===== config.mk =====
export PLATFORM = sky130hd
export DESIGN_NAME = dds_sweep_ctrl
export DESIGN_NICKNAME = d
export VERILOG_FILES = /design/src/rtl/dds_pkg.sv /design/src/rtl/dds_phase_acc.sv /design/src/rtl/dds_sweep_ctrl.sv
export SDC_FILE = /design/constraint.sdc
export NUM_CORES = 1
export LEC_CHECK = 0
export CORE_MARGIN = 2
export CORE_UTILIZATION = 40
export CTS_BUF_LIST = sky130_fd_sc_hd__clkbuf_8
export CTS_CLUSTER_DIAMETER = 200
export CTS_CLUSTER_SIZE = 10
export DETAILED_ROUTE_END_ITERATION = 10
export HOLD_SLACK_MARGIN = 0.1
export PLACE_DENSITY_LB_ADDON = 0.2
export RECOVER_POWER = 100
export SLEW_MARGIN = 20
export SYNTH_ARGS = -nofsm -noshare
export SYNTH_HDL_FRONTEND = slang
export SYNTH_SLANG_ARGS = --single-unit

===== constraint.sdc =====
create_clock -name clk -period 9 [get_ports clk]
set_input_delay 0.9 -clock clk [delete_from_list [all_inputs] [get_ports clk]]
set_output_delay 0.9 -clock clk [all_outputs]
set_load 0.02 [all_outputs]

===== src/rtl/dds_pkg.sv =====
// dds_pkg: shared DDS types and default widths for the sweep controller and waveform stages.
package dds_pkg;
    localparam int DDS_N = 14;
    localparam int DDS_D = 8;
    localparam logic [1:0] ST_IDLE  = 2'd0;
    localparam logic [1:0] ST_SWEEP = 2'd1;
    localparam logic [1:0] ST_HOLD  = 2'd2;
    typedef enum logic [1:0] {
        IDLE  = ST_IDLE,
        SWEEP = ST_SWEEP,
        HOLD  = ST_HOLD
    } sweep_state_t;
endpackage


===== src/rtl/dds_phase_acc.sv =====
// dds_phase_acc: N-bit registered phase accumulator with registered carry-out as wrap pulse.
module dds_phase_acc import dds_pkg::*; #(
    parameter int N = DDS_N
) (
    input  logic         clk,
    input  logic         rst_n,
    input  logic [N-1:0] ftw_i,
    output logic [N-1:0] phase_o,
    output logic         wrap_o
);
    logic [N-1:0] phase_q;
    logic         wrap_q;
    logic [N:0]   sum;
    assign sum = {1'b0, phase_q} + {1'b0, ftw_i};
    always_ff @(posedge clk or negedge rst_n) begin
        if (!rst_n) begin
            phase_q <= '0;
            wrap_q  <= 1'b0;
        end else begin
            phase_q <= sum[N-1:0];
            wrap_q  <= sum[N];
        end
    end
    assign phase_o = phase_q;
    assign wrap_o  = wrap_q;
endmodule


===== src/rtl/dds_sweep_ctrl.sv =====
// dds_sweep_ctrl: FTW start-to-stop sweep sequencer with dwell, clamp and phase accumulator.
// Define DDS_SWEEP_PINGPONG_EN for an endless triangular sweep between start and stop.
module dds_sweep_ctrl import dds_pkg::*; #(
    parameter int N = DDS_N,
    parameter int D = DDS_D
) (
    input  logic         clk,
    input  logic         rst_n,
    input  logic         cfg_valid_i,
    output logic         cfg_ready_o,
    input  logic [N-1:0] cfg_start_i,
    input  logic [N-1:0] cfg_stop_i,
    input  logic [N-1:0] cfg_step_i,
    input  logic [D-1:0] cfg_dwell_i,
    input  logic         start_i,
    input  logic         abort_i,
    output logic         busy_o,
    output logic         done_o,
    output logic [N-1:0] ftw_o,
    output logic [N-1:0] phase_o,
    output logic         wrap_o
);
    sweep_state_t state_q, state_d;
    logic [N-1:0] start_sh_q, stop_sh_q, step_sh_q;
    logic [D-1:0] dwell_sh_q;
    logic         up_sh_q;
    logic [N-1:0] ftw_q, ftw_d;
    logic [D-1:0] cnt_q, cnt_d;
    logic         done_q, done_d;
    logic         cfg_acc;
    logic [N-1:0] tgt;
    logic         up;
    // One step of f toward t; any overshoot, modulo wrap or zero step lands exactly on t.
    function automatic logic [N-1:0] step_to(input logic [N-1:0] f, input logic [N-1:0] t,
                                             input logic [N-1:0] s, input logic u);
        logic [N:0] r;
        r = u ? {1'b0, f} + {1'b0, s} : {1'b0, f} - {1'b0, s};
        step_to = (s == '0 || r[N] || (u ? r[N-1:0] > t : r[N-1:0] < t)) ? t : r[N-1:0];
    endfunction
`ifdef DDS_SWEEP_PINGPONG_EN
    logic fwd_q, fwd_d;
    assign tgt = fwd_q ? stop_sh_q : start_sh_q;
    assign up  = fwd_q ? up_sh_q : ~up_sh_q;
`else
    assign tgt = stop_sh_q;
    assign up  = up_sh_q;
`endif
    assign cfg_acc = cfg_valid_i && state_q == IDLE;
    always_comb begin
        state_d = state_q;
        ftw_d   = ftw_q;
        cnt_d   = cnt_q;
        done_d  = 1'b0;
`ifdef DDS_SWEEP_PINGPONG_EN
        fwd_d   = fwd_q;
`endif
        if (abort_i) begin
            state_d = IDLE;
            ftw_d   = '0;
        end else if (start_i && state_q != SWEEP) begin
            state_d = SWEEP;
            ftw_d   = start_sh_q;
            cnt_d   = dwell_sh_q;
`ifdef DDS_SWEEP_PINGPONG_EN
            fwd_d   = 1'b1;
`endif
        end else if (state_q == SWEEP) begin
            if (cnt_q != '0) begin
                cnt_d = cnt_q - D'(1);
            end else if (ftw_q != tgt) begin
                ftw_d = step_to(ftw_q, tgt, step_sh_q, up);
                cnt_d = dwell_sh_q;
            end else begin
                done_d = 1'b1;
`ifdef DDS_SWEEP_PINGPONG_EN
                fwd_d  = ~fwd_q;
                ftw_d  = step_to(ftw_q, fwd_q ? start_sh_q : stop_sh_q, step_sh_q, ~up);
                cnt_d  = dwell_sh_q;
`else
                state_d = HOLD;
`endif
            end
        end
    end
    always_ff @(posedge clk or negedge rst_n) begin
        if (!rst_n) begin
            state_q <= IDLE;
            ftw_q   <= '0;
            cnt_q   <= '0;
            done_q  <= 1'b0;
        end else begin
            state_q <= state_d;
            ftw_q   <= ftw_d;
            cnt_q   <= cnt_d;
            done_q  <= done_d;
        end
    end
`ifdef DDS_SWEEP_PINGPONG_EN
    always_ff @(posedge clk or negedge rst_n) begin
        if (!rst_n) fwd_q <= 1'b1;
        else        fwd_q <= fwd_d;
    end
`endif
    always_ff @(posedge clk or negedge rst_n) begin
        if (!rst_n) begin
            start_sh_q <= '0;
            stop_sh_q  <= '0;
            step_sh_q  <= '0;
            dwell_sh_q <= '0;
            up_sh_q    <= 1'b0;
        end else if (cfg_acc) begin
            start_sh_q <= cfg_start_i;
            stop_sh_q  <= cfg_stop_i;
            step_sh_q  <= cfg_step_i;
            dwell_sh_q <= cfg_dwell_i;
            up_sh_q    <= cfg_stop_i >= cfg_start_i;
        end
    end
    dds_phase_acc #(.N(N)) u_acc (
        .clk     (clk),
        .rst_n   (rst_n),
        .ftw_i   (ftw_q),
        .phase_o (phase_o),
        .wrap_o  (wrap_o)
    );
    assign cfg_ready_o = state_q == IDLE;
    assign busy_o      = state_q == SWEEP;
    assign done_o      = done_q;
    assign ftw_o       = ftw_q;
endmodule


==> summary.txt <==
Run status
  – Outcome: finished, violations left
  – Violated checks: capacitance limit, slew limit

Pwr
  – Tot Pwr: 1740 uW
  – Cell Int Power: 1040 uW
  – Switching power: 700 uW
  – Switch share: 0.403
  – VDD IR max: 0.0000745 V
  – Reg power frac: 0.341
  – Clk pwr share: 0.165
  – Power Dens Cells: 244 nW/um2
  – Static leakage: ~0.0032 uW
  – Combinational power share: 0.494

Synth
  – Synth cell types: 52
  – Synth top area share: 0.384
  – Dominant register cell in the synthesized netlist: dfrtp_1
  – Main area contributors after synthesis: dfrtp_1 38%, ha_1 13%, mux2_2 6.5%
  – Cell area after synthesis: 5920 um2
  – Number of synthesized flops with an enable pin: 0
  – Synth Instances: 603
  – Synth async-reset ratio: 1.00
  – Yosys warns: 0
  – Seq/Total Area, Yosys: 0.384
  – Syn Area/Cell: 9.82 um2
  – Synth Register Bits: 91
  – Dominant cell type by area after synthesis: dfrtp_1
  – Syn Nets: just over 700

Floorplanning
  – FP Rows: 44
  – Die height: 126 um
  – Die area: roughly 16,000 um2
  – Die X: 126 um
  – # IOs: 87
  – Core ar.: 14,500 um2
  – Initial core utilization: 0.409

Clock network
  – CTS tree: built
  – CTS Buf Count: 9
  – Root Buffer: clkbuf_8
  – Post-CTS sizing: 0
  – Clock-pin slew on the worst setup and hold paths: 0.10 ns
  – Clk buf depth: 2
  – Clk sinks: 91
  – H-tree levels: 3
  – Post-CTS Repair Setup Buffers: 0
  – Worst-Skew Late Latency: 0.38 ns
  – # hold bufs at CTS: 0

Worst setup path
  – Reg2reg start: step_sh_q[3]$_DFFE_PN0P_
  – Req. time, crit path: slightly above 9 ns
  – Crit Path Max Fanout: 14
  – Startpoint type of the worst setup path: flop
  – Worst Setup Path Type: reg2reg
  – Setup crit end: ftw_o[8]$_DFFE_PN0P_
  – Worst EP arrival: 6.65 ns
  – Worst Setup SP: step_sh_q[3]$_DFFE_PN0P_
  – Reg2Reg Depth: 18
  – Crit path capture type: flop
  – Flop2flop setup slack: roughly 2.6 ns
  – R2R Path End: ftw_o[8]$_DFFE_PN0P_

Global route
  – Most Crowded Layer GR: met2
  – Routing usage on met1: 0.276
  – Global-route wire length before repair: 24.6 mm
  – Antenna violations before repair: 0
  – GRT met3 Usage: 0.0327
  – Largest net degree at the start of global routing: 71
  – Routing usage on met2: 0.301
  – Gr usage total: 0.194
  – Vias in the first global route: 4,872
  – Overflow after GRT: 0

Placement
  – PortBufs: 86
  – DP HPWL: 11.5 mm
  – GP Congestion: 0.830
  – Post-Place Setup Slack: roughly 3.6 ns

Detailed routing
  – Drt pass-1 iters: 4
  – Via density: about 5.4
  – Final wirelength: 14.8 mm
  – WL per Instance: 17.0 um
  – Post-DRT Antenna Nets: 0
  – Number of remaining DRC errors: 0
  – DRT iter0 DRCs: 290
  – Vias: 4,737

Run
  – Max-cap violations: 4

Finish
  – Fin nets: 804
  – Final Util: 0.491
  – Area Overhead vs Synth: 20.0%
  – Proportion of layout cells with a drive suffix above 1: 0.0785
  – Antenna diodes: 0
  – Fillers: about 1.4k

STA
  – Fmax: between 0.15 and 0.2 GHz
  – Setup ws final: roughly 2.6 ns
  – Slew headroom: -1.18
  – Unrepaired setup endpoints after global routing: false
  – Setup TNS Final: 0 ns
  – Actual slew at the worst max-slew pin: 3.28 ns
  – Hold Vio Cnt, Final: 0
  – Post-layout min period: 6.40 ns
  – Setup Skew: 0.0122 ns
  – WHS: 0.513 ns
  – Final critical-path share of the clock period: 0.712
  – Final setup viols: 0
  – Slew Viols, Final: 180

Min path
  – Worst hold path class: reg2reg
==> cells by family (layout without fill, tap and decap cells) <==
logic type	after synthesis	in the layout	share of synthesized area
xor gates and xnor gates	48	48	0.0710
buffers and inverters	62	147	0.0422
AOI/OAI and AO/OA	156	156	0.161
muxes	49	49	0.0921
DFF	91	91	0.384
and+or+nand+nor	132	132	0.109
adders and majority gates	65	65	0.140
==> layer usage <==
| layer | vias up | routed length, um |
|---|---|---|
| li1 | 2318 | - |
| met1 | 2295 | 7290 |
| met2 | 108 | 6570 |
| met3 | 16 | 693 |
| met4 | 0 | 245 |
| met5 | - | 0 |
==> layout by cell type (no fill, tap or decap), drive strengths merged, types with 3 or more instances in the layout <==
cell type / netlist / layout
and2: 4 / 4
clkdlybuf4s50: 0 / 52
nor4: 5 / 5
nor3: 18 / 18
nand4: 9 / 9
a31oi: 7 / 7
and3: 4 / 4
a21oi: 35 / 35
o21ai: 59 / 59
dlygate4sd3: 0 / 33
o211ai: 4 / 4
dfrtp: 91 / 91
inv: 44 / 45
mux2i: 15 / 15
ha: 63 / 63
a22oi: 16 / 16
nand3: 6 / 6
mux2: 34 / 34
nor2: 33 / 33
a21o: 11 / 11
o21a: 5 / 5
nand2: 32 / 32
xor2: 24 / 24
or3: 3 / 3
a211o: 4 / 4
a221oi: 3 / 3
nand2b: 3 / 3
nor2b: 7 / 7
xnor2: 24 / 24
clkbuf: 16 / 13
==> state kept, by name, summed over array words and instances (netlist names) <==
| register | count |
|---|---|
| step_sh_q | 14 |
| start_sh_q | 14 |
| up | 1 |
| cnt_q | 8 |
| ftw_o | 14 |
| done_o | 1 |
| dwell_sh_q | 8 |
| u_acc.phase_o | 14 |
| stop_sh_q | 14 |
| u_acc.wrap_o | 1 |
| state_q | 2 |
==> worst max-delay path, cell delays in order, from the launching register on <==
cell	delay, ns
dfrtp_1	0.44
nor3_1	0.29
nor4b_1	0.58
a21oi_1	0.17
xor2_1	0.22
ha_1	0.28
and3_2	0.22
a221oi_1	0.51
o21ai_0	0.22
xnor2_1	0.25
ha_1	0.30
a21o_1	0.19
a21o_1	0.17
a221oi_1	0.25
o31a_1	0.22
o211ai_1	0.11
mux2i_1	1.43
mux2i_1	0.32
o21ai_0	0.11
==> Yosys cell counts (9+ instances only) <==
master,n
inv_1,44
a21o_1,11
mux2_2,34
nand4_1,9
xor2_1,24
ha_1,63
dfrtp_1,91
clkbuf_1,16
a21oi_1,35
mux2i_1,14
xnor2_1,24
o21ai_1,10
nor3_1,18
nand2_1,32
o21ai_0,49
nor2_1,33
a22oi_1,16
==> power groups by stage <==
| stage | Sequential [uW] | Clock, uW | Combinational, uW |
|---|---|---|---|
| 5_1_grt | 609 | 308 | 959 |
| 2_1_floorplan | 621 | 0 | 591 |
| 6_report | 592 | 286 | 858 |
| 4_1_cts | 595 | 293 | 880 |
| 3_5_place_dp | 603 | 0 | 876 |
| 3_3_place_gp | 596 | 0 | 852 |
==> per-stage QoR <==
step | instance area, um2 | cells
global route | 7110 | 872
global placement | 6950 | 857
CTS | 7140 | 872
detailed placement | 6950 | 857
finish | 7110 | 872
floorplan | 5920 | 603
==> final cells by class <==
| cell class | count | area (um2) | share of cell area |
|---|---|---|---|
| timing repair buffer | 88 | 862 | 0.121 |
| tap | 184 | 230 | 0.0324 |
| clock buffer | 10 | 138 | 0.0194 |
| sequential | 91 | 2280 | 0.320 |
| multi-input combinational | 450 | 3380 | 0.476 |
| clock inverter | 5 | 55.1 | 0.00774 |
| inverter | 44 | 165 | 0.0232 |
==> worst min-delay path by stage <==
stage	startpoint	end	slack [ns]	depth (start not counted)
after floorplan	start_sh_q[0]$_DFFE_PN0P_	ftw_o[0]$_DFFE_PN0P_	0.47	2
final	start_sh_q[13]$_DFFE_PN0P_	ftw_o[13]$_DFFE_PN0P_	0.51	2
after CTS	rst_n	u_acc.phase_o[11]$_DFF_PN0_	0.52	1
after detailed placement	start_sh_q[13]$_DFFE_PN0P_	start_sh_q[13]$_DFFE_PN0P_	0.50	1
after global placement	u_acc.phase_o[0]$_DFF_PN0_	u_acc.phase_o[0]$_DFF_PN0_	0.48	1
after global routing	start_sh_q[13]$_DFFE_PN0P_	start_sh_q[13]$_DFFE_PN0P_	0.53	1
(Power assumes the default switching activity.)
